<file path="config.mk">
export PLATFORM = sky130hd
export DESIGN_NAME = shift_exec_stage
export DESIGN_NICKNAME = d
export VERILOG_FILES = /design/src/rtl/shift_exec_stage.sv
export SDC_FILE = /design/constraint.sdc
export NUM_CORES = 1
export LEC_CHECK = 0
export CORE_MARGIN = 3
export CORE_UTILIZATION = 55
export CTS_BUF_LIST = sky130_fd_sc_hd__clkbuf_4 sky130_fd_sc_hd__clkbuf_8
export CTS_CLUSTER_DIAMETER = 100
export DETAILED_ROUTE_END_ITERATION = 10
export PLACE_DENSITY = 0.76
export SLEW_MARGIN = 20
export SYNTH_ARGS = -nofsm -noshare
export SYNTH_HDL_FRONTEND = slang
export SYNTH_SLANG_ARGS = --single-unit
</file>
<file path="constraint.sdc">
create_clock -name clk -period 5.8 [get_ports clk]
set_clock_uncertainty 0.1 [all_clocks]
set_input_delay 1.16 -clock clk [delete_from_list [all_inputs] [get_ports clk]]
set_output_delay 1.16 -clock clk [all_outputs]
set_load 0.02 [all_outputs]
</file>
<file path="src/rtl/shift_exec_stage.sv">
// Registered execute-stage shift unit: SLL / SRA / ROR on a 16-bit operand,
// two-register (operand, result) pipeline with valid/ready on both sides.
module shift_exec_stage #(
  parameter int WIDTH = 16
) (
  input  logic             clk,
  input  logic             rst,
  input  logic             in_valid,
  output logic             in_ready,
  input  logic [1:0]       in_op,
  input  logic [WIDTH-1:0] in_data,
  input  logic [3:0]       in_shamt,
  output logic             out_valid,
  input  logic             out_ready,
  output logic [WIDTH-1:0] out_data,
  output logic             out_z,
  output logic             out_n,
  output logic             out_err
);

  typedef enum logic [1:0] {
    OP_SLL = 2'b00,
    OP_SRA = 2'b01,
    OP_ROR = 2'b10,
    OP_ILL = 2'b11
  } op_e;

  logic             s1_valid;
  op_e              s1_op;
  logic [WIDTH-1:0] s1_data;
  logic [3:0]       s1_shamt;

  logic             s2_adv;
  logic             accept;

  logic [WIDTH-1:0] ror_1, ror_2, ror_4, ror_8;
  logic [WIDTH-1:0] result;

  assign s2_adv   = s1_valid && (!out_valid || out_ready);
  assign in_ready = !s1_valid || s2_adv;
  assign accept   = in_valid && in_ready;

  // Rotate right as four power-of-two stages, one per shamt bit.
  assign ror_1 = s1_shamt[0] ? {s1_data[0],   s1_data[WIDTH-1:1]} : s1_data;
  assign ror_2 = s1_shamt[1] ? {ror_1[1:0],   ror_1[WIDTH-1:2]}   : ror_1;
  assign ror_4 = s1_shamt[2] ? {ror_2[3:0],   ror_2[WIDTH-1:4]}   : ror_2;
  assign ror_8 = s1_shamt[3] ? {ror_4[7:0],   ror_4[WIDTH-1:8]}   : ror_4;

  // NOTE: every always_comb output gets a default first so no path leaves it
  // unassigned; an unassigned path would infer a latch.
  always_comb begin
    result = s1_data;
    unique case (s1_op)
      OP_SLL:  result = s1_data << s1_shamt;
      OP_SRA:  result = WIDTH'($signed(s1_data) >>> s1_shamt);
      OP_ROR:  result = ror_8;
      OP_ILL:  result = s1_data;
      default: result = s1_data;
    endcase
  end

  // NOTE: sequential state uses non-blocking assignments so every register
  // samples pre-edge values regardless of statement order.
  // NOTE: the operand payload is left unreset; it is only observed while
  // s1_valid is set, which does reset.
  always_ff @(posedge clk) begin
    if (accept) begin
      s1_op    <= op_e'(in_op);
      s1_data  <= in_data;
      s1_shamt <= in_shamt;
    end
  end

  always_ff @(posedge clk or posedge rst) begin
    if (rst) begin
      s1_valid <= 1'b0;
    end else if (accept) begin
      s1_valid <= 1'b1;
    end else if (s2_adv) begin
      s1_valid <= 1'b0;
    end
  end

  // Result register: the whole payload holds while stalled by out_ready.
  always_ff @(posedge clk or posedge rst) begin
    if (rst) begin
      out_valid <= 1'b0;
      out_data  <= '0;
      out_z     <= 1'b0;
      out_n     <= 1'b0;
      out_err   <= 1'b0;
    end else if (s2_adv) begin
      out_valid <= 1'b1;
      out_data  <= result;
      out_z     <= (result == '0);
      out_n     <= result[WIDTH-1];
      out_err   <= (s1_op == OP_ILL);
    end else if (out_ready) begin
      out_valid <= 1'b0;
    end
  end

endmodule

</file>
# Word-level counts from Yosys, hierarchy flattened

Index checks and enable logic that the tools add are counted.

Register bits after elaboration: 43
Output and inout bits: 21
Word-level logic and storage cells: 33

Eq/ne operators: 3
Shift-type cells: 2
Multiplexer cells: 9
Reduce and logical (&&, ||, !) cells: 10

Operators by type and width:

| kind               | number |
|---|---|
| $mux 16            | 4 |
| $pmux 16 s4        | 1 |
| $logic_not 16->1   | 1 |
| $shl 16x4->16      | 1 |
| $sshr 16x4->16     | 1 |
| $eq 2x2->1 const B | 2 |
| $mux 1             | 4 |
| $reduce_bool 2->1  | 2 |
| $eq 2x1->1 const B | 1 |
| $logic_and 1x1->1  | 2 |
| $logic_not 1->1    | 2 |
| $logic_not 2->1    | 1 |
| $logic_or 1x1->1   | 2 |

# Longest topological paths before layout

Gate-level depths: netlist of the first run.

Depth after elaboration: 6
Gate-level depth with buffers: 11
Depth with buffers taken out: 7

# Worst setup path before layout of the first run

Ideal clock, no wire load.

Path kind: input port to flip-flop
From: input out_ready
To: register out_z
Library setup time: 95 ps
Arrival time: 2533 ps
Data required time: 5605 ps
Slack: 3072 ps
Cell stages on the path: 8
Buffers on the path: 1
Cell sequence: nand2b_1 > and2_1 > buf_1 > o211a_1 > o211ai_1 > nor4_1 > nand4_1 > o31ai_1

Cells in the longest elaborated chain, start to end: 2

Ends and longest elaborated chain:

| item                 | RTL line | RTL |
|---|---|---|
| start, declared      | 14       | `input logic out_ready,` |
| $logic_or 1x1->1     | 39       | `assign s2_adv = s1_valid && (!out_valid \|\| out_ready);` |
| $logic_and 1x1->1    | 39       |  |
| end signal, assigned | 95       | `out_z <= (result == '0);` |
| end, declared        | 16       | `output logic out_z,` |

No other way between the ends.
A chain may end at the register's enable or synchronous reset.

# Final worst setup path of the first run

From: input out_ready
To: output in_ready

Cells in the longest elaborated chain, start to end: 3

Ends and longest elaborated chain:

| item              | RTL line | RTL |
|---|---|---|
| $logic_or 1x1->1  | 39       |  |
| $logic_and 1x1->1 | 39       |  |
| $logic_or 1x1->1  | 40       | `assign in_ready = !s1_valid \|\| s2_adv;` |
| end, declared     | 9        | `output logic in_ready,` |

No other way between the ends.

==> results of run 1 <==
-- cells by family (layout without fill, tap and decap cells) --
kind of cell | after synthesis | count (layout)
buf+inv | 49 | 67
mux | 66 | 66
flops | 42 | 42
simple gates | 135 | 135
compound gates | 99 | 99
-- state kept, by name (all words and copies together), names as in the netlist --
| register | count |
|---|---|
| out_z | 1 |
| s1_valid | 1 |
| s1_data | 16 |
| out_err | 1 |
| s1_op | 2 |
| s1_shamt | 4 |
| out_data | 16 |
| out_valid | 1 |
-- final cells by class --
cell class                      count  area, µm²
Clock buffer                        7       90.1
Timing Repair Buffer               52        505
Fill cell                         517       2200
Sequential cell                    42       1160
Multi-Input combinational cell    300       2330
Tap cell                           77       96.3
Clock inverter                      1       8.76
Inverter                            7       26.3
-- per-stage QoR --
step,power (mW),utilization,area [µm²],std cells,hold slack (ps)
after global routing,1.02,0.657,4220,486,420
final,0.970,0.657,4220,486,381
after floorplan,0.633,-,3710,391,371
after detailed placement,0.769,0.642,4120,478,369
after CTS,0.972,0.657,4220,486,389
after global placement,0.764,0.642,4120,478,363
-- worst max-delay path, cell delays in order --
cell,delay [ps]
clkdlybuf4s50_1,470
nand3b_1,140
clkdlybuf4s50_1,620
-- synthesized netlist by cell type (8+ instances only) --
| library cell | n | area, µm² |
|---|---|---|
| nor2_1 | 29 | 109 |
| a21oi_1 | 12 | 60.1 |
| nand2_1 | 50 | 188 |
| o21ai_0 | 22 | 110 |
| mux2i_1 | 27 | 270 |
| dfrtp_1 | 20 | 500 |
| edfxtp_1 | 22 | 661 |
| nand2b_1 | 13 | 81.3 |
| mux2_2 | 10 | 113 |
| nor3_1 | 12 | 60.1 |
| buf_2 | 8 | 40.0 |
| clkbuf_1 | 24 | 90.1 |
| mux4_2 | 23 | 518 |
-- power groups by stage --
stage | logic (mW) | registers [mW] | clock network [mW]
CTS | 0.367 | 0.396 | 0.209
finish | 0.371 | 0.397 | 0.202
global placement | 0.363 | 0.401 | 0
floorplan | 0.218 | 0.415 | 0
global route | 0.399 | 0.402 | 0.222
detailed placement | 0.366 | 0.403 | 0
-- layer usage --
layer	track usage	wire length, µm
met1	0.403	4310
met2	0.438	4900
met3	0.0611	1090
met4	0.136	538
met5	0	0
-- worst max path at each step --
stage | startpoint | end | cells past startpoint
global placement | out_ready | in_ready | 3
detailed placement | out_ready | in_ready | 3
floorplan | out_ready | out_z | 8
finish | out_ready | in_ready | 3
global route | out_ready | in_ready | 3
CTS | out_ready | in_ready | 3
==> results.ini, run 1 <==
[run_status]
status=finished, final reports clean

[power_and_ir_drop]
switching_share=0.351
ir_worst_vdd_mv=0.165
p_switching_uw=340
clockPowerShare=0.208
leakage_nw=1.57
share_comb_of_total_power=0.382
p_int_uw=630
power_density_nw_per_um2=230
pwr-share-seq=0.410

[sta]
rsz0062_at_grt=false
finalHoldViolations=0
worstMarginPinSlew_ps=903
relSlewSlack=0.398
fmax_mhz=274
finalCritPeriodShare=0.628
fin_ws_ps=2160
slew_viol_final=0
tns_ps=0
min_period_ps=3640
setup_viol=0

[global_route]
grt_pass1_vias=3178
grt_pass1_wl_um=17000
antenna_found_initial=0
grt.total_usage=0.291
grt_max_degree=57
grt_remaining_overflow=0

[synth]
synth_cells=391
synth.distinct_cells=59
synth-edff-count=22
synth_top_family_by_area=multiplexers
synthArstFlopShare=0.476
yosys_register_bits=42
synth.yosys.seq_area_share=0.313
synth_nets=417
yosysWarnings=0
syn_area_um2=3710
postSynthAreaPerCell_um2=9.48
synthAdderAreaFrac=0
synth-simple-area-share=0.171
yosys_most_used_dff=edfxtp_1
synth_xor_area_frac=0
synthMuxAreaShare=0.265
synth_compound_area_frac=0.193

[cells_and_area]
final_net_count=434
num_antenna_cells=0
layout_commonest_cell=nand2_1
drive_above_1_share=0.132
area_growth_pct=13.9
layout.cells.most_common_list=50 x nand2_1, 46 x clkdlybuf4s50_1, 29 x nor2_1

[drt]
first_iter_violations=402
detail_route.wl_per_cell_um=22.3
num_vias=3469
drt_first_pass_iters=6
ant_nets=0
routed_wl_um=10800
drc=0
routed_via_density=7.14

[job]
drv_cap=0

[critical_path]
r2r_start=s1_shamt[1]
rr_worst_depth=8
end_kind=primary output
crit_arrival_ps=2380
rrSetupSlack_ps=2470
rr_endpoint=out_z
path_class=input pin to primary output
path_max_fanout=3
crit_required_ps=4540
critPathLaunchType=input pin

[die]
io_pins=47
fp.coreArea_um2=6420
fp-row-count=29
dieArea_um2=7760
start_util=0.577
dieHeight_um=88.1
die_x_um=88.1

[cts]
clockBufferDepth=2
cts_tree=yes
clock-sinks=42
cts_made_buffers=5
post_cts_buffers=0
ctsHtreeMaxLevel=2
root_buffer=clkbuf_8
holdBufCountCts=0
worstSkewPairLatency_ps=290
cts-resized-gates=0
clk_pin_slew_ps=80

[placed_design]
hpwl_um=7850
place.gp.congestion=1.03
io_buffers=46
preCtsSetupSlack_ps=2160

[min_path]
hold_start=out_data[4]
hp-class=flip-flop to flip-flop
whs_path_depth=2
min_to=out_data[4]

No activity file was read; power rests on OpenSTA's default activity.
==> run 2: changes to the inputs <==
--- a/config.mk
+++ b/config.mk
@@ -6,11 +6,11 @@
 export NUM_CORES = 1
 export LEC_CHECK = 0
 export CORE_MARGIN = 3
-export CORE_UTILIZATION = 55
+export CORE_UTILIZATION = 53
 export CTS_BUF_LIST = sky130_fd_sc_hd__clkbuf_4 sky130_fd_sc_hd__clkbuf_8
 export CTS_CLUSTER_DIAMETER = 100
 export DETAILED_ROUTE_END_ITERATION = 10
-export PLACE_DENSITY = 0.76
+export PLACE_DENSITY = 0.77
 export SLEW_MARGIN = 20
 export SYNTH_ARGS = -nofsm -noshare
 export SYNTH_HDL_FRONTEND = slang
==> constraint.sdc (replaced) <==
create_clock -name clk -period 3.3 [get_ports clk]
set_clock_uncertainty 0.1 [all_clocks]
set_input_delay 0.66 -clock clk [delete_from_list [all_inputs] [get_ports clk]]
set_output_delay 0.66 -clock clk [all_outputs]
set_load 0.02 [all_outputs]
==> run 2 against run 1 <==
Net effect: sequential share of layout area fell by 1.1 points; design area rose by 4.1%; global-route usage rose by 1.5 points; utilization grew 1.2 points; register-to-register slack got worse by 2200 ps; wire length is 8.0% higher; clock power is 69% higher; via count up 3.6%; critical path depth is 6 higher; final cell count is 7.4% higher; worst setup slack worse by 1900 ps; clock-buffer cell count is 1 lower; largest power group is now combinational logic; highest routed layer unchanged.
==> results.ini, run 2 (synthesized netlist as in run 1, its figures left out) <==
[placed_design]
hpwl_um=8770  ; +12%
place.gp.congestion=1.04  ; +0.94%
io_buffers=46  ; unchanged

[sta]
finalHoldViolations=0  ; unchanged
whs_ps=383  ; +2.17 ps
tns_ps=0  ; unchanged
relSlewSlack=0.463  ; +0.0653
worstMarginPinSlew_ps=785  ; -118 ps
fmax_mhz=331
setup_viol=0  ; unchanged
finalCritPeriodShare=0.915
min_period_ps=3020
rsz0062_at_grt=false
slew_viol_final=0  ; unchanged

[drt]
num_vias=3595  ; +3.6%
drt_first_pass_iters=5  ; -1
ant_nets=0  ; unchanged
first_iter_violations=377  ; -6.2%
routed_wl_um=11700  ; +8.0%
routed_via_density=6.89  ; -3.5%
drc=0  ; unchanged
detail_route.wl_per_cell_um=22.4  ; +0.51%

[cells_and_area]
area_growth_pct=18.6
multiInputGateArea_um2=2330  ; unchanged
num_antenna_cells=0  ; unchanged
reg_top3=out_data x16, s1_data x16, s1_shamt x4
layout_commonest_cell=nand2_1
seq_area_um2=1160  ; unchanged
fillers=558  ; +7.9%
layout.cells.most_common_list=50 x nand2_1, 46 x clkdlybuf4s50_1, 29 x nor2_1
drive_above_1_share=0.172  ; +0.0405
final_net_count=454  ; +4.6%

[die]
start_util=0.564  ; -0.0128
die_x_um=89.6  ; +1.7%
fp-row-count=29  ; unchanged
dieHeight_um=89.6  ; +1.7%
fp.coreArea_um2=6570  ; +2.3%
io_pins=47  ; unchanged
dieArea_um2=8030  ; +3.5%

[cts]
clk_pin_slew_ps=90  ; about the same
post_cts_buffers=0  ; unchanged
holdBufCountCts=0  ; unchanged
clockBufferDepth=2  ; unchanged
clock-sinks=42  ; unchanged
cts_made_buffers=5  ; unchanged
cts-resized-gates=0  ; unchanged
worstSkewPairLatency_ps=300  ; about the same
ctsHtreeMaxLevel=2  ; unchanged
root_buffer=clkbuf_8
cts_tree=yes

[critical_path]
path_class=flip-flop to flip-flop
critPathLaunchType=flip-flop
crit_arrival_ps=3130  ; +750 ps
end_kind=flip-flop
crit_required_ps=3410  ; -1130 ps
path_max_fanout=17  ; +14

[global_route]
grt_pass1_vias=3369  ; +6.0%
antenna_found_initial=0  ; unchanged
grt.total_usage=0.306  ; +0.0154
grt_pass1_wl_um=18200  ; +7.3%
grt_remaining_overflow=0  ; unchanged
grt_max_degree=38  ; -33%

[run_status]
status=finished, final reports clean

[min_path]
hp-class=flip-flop to flip-flop

[power_and_ir_drop]
power_density_nw_per_um2=392  ; +71%
leakage_nw=1.67  ; +6.2%
ir_worst_vdd_mv=0.286  ; +73%

[job]
drv_cap=0  ; unchanged

run 2: routing by layer:
| metal | up-vias | routed length, µm | share of wire | GRT usage |
|---|---|---|---|---|
| li1 | 1580 | - | - | - |
| met1 | 1690 | 4410 | 0.38 | 0.415 |
| met2 | 273 | 5380 | 0.46 | 0.479 |
| met3 | 52 | 1400 | 0.12 | 0.0748 |
| met4 | 0 | 510 | 0.044 | 0.112 |
| met5 | - | 0 | 0 | 0 |
run 2: final timing paths:
path | startpoint | end | slack (ps) | cells past startpoint
worst min register to register | out_data[4] | out_data[4] | 380 | 2
worst max register to register | s1_shamt[1] | out_z | 280 | 9
worst max-delay path | s1_shamt[1] | out_z | 280 | 9
worst min-delay path | out_data[4] | out_data[4] | 380 | 2
min in group asynchronous | rst | out_data[9] | 700 | 2
max in group asynchronous | rst | out_data[1] | 1920 | 2
run 2: layout make-up:
cell class,instances,share of cell area
well taps,93,0.0265
clock buffers,6,0.0174
repair buffers,72,0.152
inverters,7,0.00598
flip-flops and latches,42,0.264
multi-input cells,300,0.531
clock inverters,2,0.00313
run 2: critical path: stages, from the launching register on:
cell and delay (ps):
edfxtp_1 440, buf_4 200, buf_4 280, mux4_2 550, mux2_2 310, nor2_1 100, a2111oi_0 110, a2111oi_2 400
nand4_1 180, o31ai_1 260
run 2: through the flow:
stage,power [mW],cell area (µm²),utilization,setup WS [ps],std cells
6_report,1.72,4390,0.669,281,522
4_1_cts,1.72,4390,0.668,159,521
2_1_floorplan,1.11,3710,-,718,391
3_5_place_dp,1.38,4300,0.654,195,513
3_3_place_gp,1.37,4300,0.654,251,513
5_1_grt,1.82,4390,0.669,94.1,522
run 2: power breakdown:
group	internal, mW	total, mW	switching, mW
Sequential	0.623	0.688	0.0656
Clock	0.158	0.341	0.183
Combinational	0.322	0.694	0.372
Total	1.10	1.72	0.621
==> run 3: changes to the inputs <==
==> constraint.sdc (replaced) <==
create_clock -name clk -period 2.67 [get_ports clk]
set_clock_uncertainty 0.1 [all_clocks]
set_input_delay 0.534 -clock clk [delete_from_list [all_inputs] [get_ports clk]]
set_output_delay 0.534 -clock clk [all_outputs]
set_load 0.02 [all_outputs]
==> run 3 against run 2 <==
Net effect: the flow now finishes with violations (negative setup slack); utilization up 11 points; combinational power up 57%; worst hold slack worse by 0.61 ps; sequential share of layout area down 3.8 points; sequential cell count unchanged; via count up 14%; highest routed layer unchanged.
==> results.ini, run 3 (synthesized netlist as in run 1, its figures left out) <==
[cells_and_area]
final_net_count=528  ; +16%
layout.cells.most_common_list=90 x buf_4, 50 x nand2_1, 46 x clkdlybuf4s50_1
fillers=443  ; -21%
reg_top3=out_data x16, s1_data x16, s1_shamt x4
drive_above_1_share=0.324  ; +0.152
num_antenna_cells=0  ; unchanged
layout_commonest_cell=buf_4
final_area_um2=5130  ; +17%
area_growth_pct=38.5
final_core_util=0.781  ; +0.112
stdcell_count=596  ; +14%

[sta]
slew_viol_final=0  ; unchanged
tns_ps=-270  ; -270 ps
finalCritPeriodShare=1.07  ; +0.155
relSlewSlack=0.485  ; +0.0215
fin_ws_ps=-187  ; -468 ps
setup_viol=2  ; +2
rsz0062_at_grt=true
whs_ps=383  ; -0.608 ps
worstMarginPinSlew_ps=772  ; -12.8 ps
fmax_mhz=350  ; +5.7%
min_period_ps=2860  ; -162 ps
finalHoldViolations=0  ; unchanged

[cts]
ctsHtreeMaxLevel=2  ; unchanged
clock-sinks=42  ; unchanged
clk_pin_slew_ps=80  ; about the same
root_buffer=clkbuf_8
cts_made_buffers=5  ; unchanged
cts_tree=yes
worstSkewPairLatency_ps=300  ; about the same
clockBufferDepth=2  ; unchanged

[drt]
num_vias=4091  ; +14%
ant_nets=0  ; unchanged
routed_via_density=6.86  ; -0.33%
drc=0  ; unchanged
routed_wl_um=13800  ; +18%
detail_route.wl_per_cell_um=23.1  ; +3.3%
first_iter_violations=757  ; +100%
drt_first_pass_iters=6  ; +1

[run_status]
status=finished, violations left
violations=negative setup slack

[placed_design]
placed_area_um2=4800  ; +12%
place.gp.congestion=1.06  ; +1.9%
placed_cells=575  ; +12%
io_buffers=46  ; unchanged
preCtsSetupSlack_ps=-224  ; -418 ps
hpwl_um=9930  ; +13%

[critical_path]
path_max_fanout=5  ; -12
rr_worst_depth=8  ; -1
end_kind=flip-flop
crit_path_end=out_z
crit_arrival_ps=2960  ; -170 ps
crit_required_ps=2780  ; -630 ps
critPathLaunchType=flip-flop
rrSetupSlack_ps=-190  ; -470 ps
path_class=flip-flop to flip-flop
rr_endpoint=out_z
startpoint=s1_shamt[1]
r2r_start=s1_shamt[1]

[job]
drv_cap=0  ; unchanged

[global_route]
grt_pass1_vias=3958  ; +17%
grt_pass1_wl_um=21300  ; +17%
grt_max_degree=39  ; +2.6%
antenna_found_initial=0  ; unchanged
grt.total_usage=0.356  ; +0.0497
grt_remaining_overflow=0  ; unchanged

[power_and_ir_drop]
leakage_nw=2.06  ; +24%
power_density_nw_per_um2=456  ; +16%
ir_worst_vdd_mv=0.398  ; +39%
power_mw=2.34  ; +36%

[die]
fp.coreArea_um2=6570  ; unchanged
fp-row-count=29  ; unchanged
dieArea_um2=8030  ; unchanged
die_x_um=89.6  ; unchanged
dieHeight_um=89.6  ; unchanged
io_pins=47  ; unchanged
start_util=0.564  ; unchanged

[min_path]
hp-class=flip-flop to flip-flop

-- run 3: worst min-delay path by stage --
stage,startpoint,cells after the start,slack (ps),end
4_1_cts,out_err,2,390,out_err
6_report,out_err,2,380,out_err
2_1_floorplan,s1_valid,1,370,out_valid
3_3_place_gp,out_data[4],2,360,out_data[4]
3_5_place_dp,out_err,2,370,out_err
5_1_grt,out_err,2,410,out_err
-- run 3: repair_timing --
item / in CTS / in global routing
endpoints found under the hold margin: 0 / 0
gates resized for setup: 20 / 9
setup buffers: 9 / 3
hold buffers: 0 / 0
pin swaps: 6 / 2
setup endpoints to repair: 1 / 7
gates cloned: 1 / 0
-- run 3: area by class of cell --
class / count / area, µm² / area share
clock buffer: 6 / 76.3 / 0.0149
clock inverter: 2 / 13.8 / 0.00268
inverter: 7 / 30.0 / 0.00585
multi-input combinational: 300 / 2430 / 0.474
sequential: 42 / 1160 / 0.226
tap: 93 / 116 / 0.0227
timing repair buffer: 146 / 1300 / 0.254
-- run 3: metal layers --
metal	part of all wire	global-route usage	vias to the layer above
met3	0.11	0.0703	93
met4	0.069	0.169	0
li1	-	-	1720
met2	0.46	0.570	344
met5	0	0	-
met1	0.36	0.465	1934
-- run 3: worst max-delay path, cell delays in order (launching register included) --
cell,delay [ps]
edfxtp_1,490
buf_4,180
mux4_2,520
mux4_2,500
nand2_1,150
o311ai_2,180
a2111oi_2,280
nand4_1,170
o31ai_1,210
-- run 3: where the power goes --
part	switching, mW	internal (mW)
logic	0.560	0.534
registers	0.0596	0.769
clock network	0.222	0.195
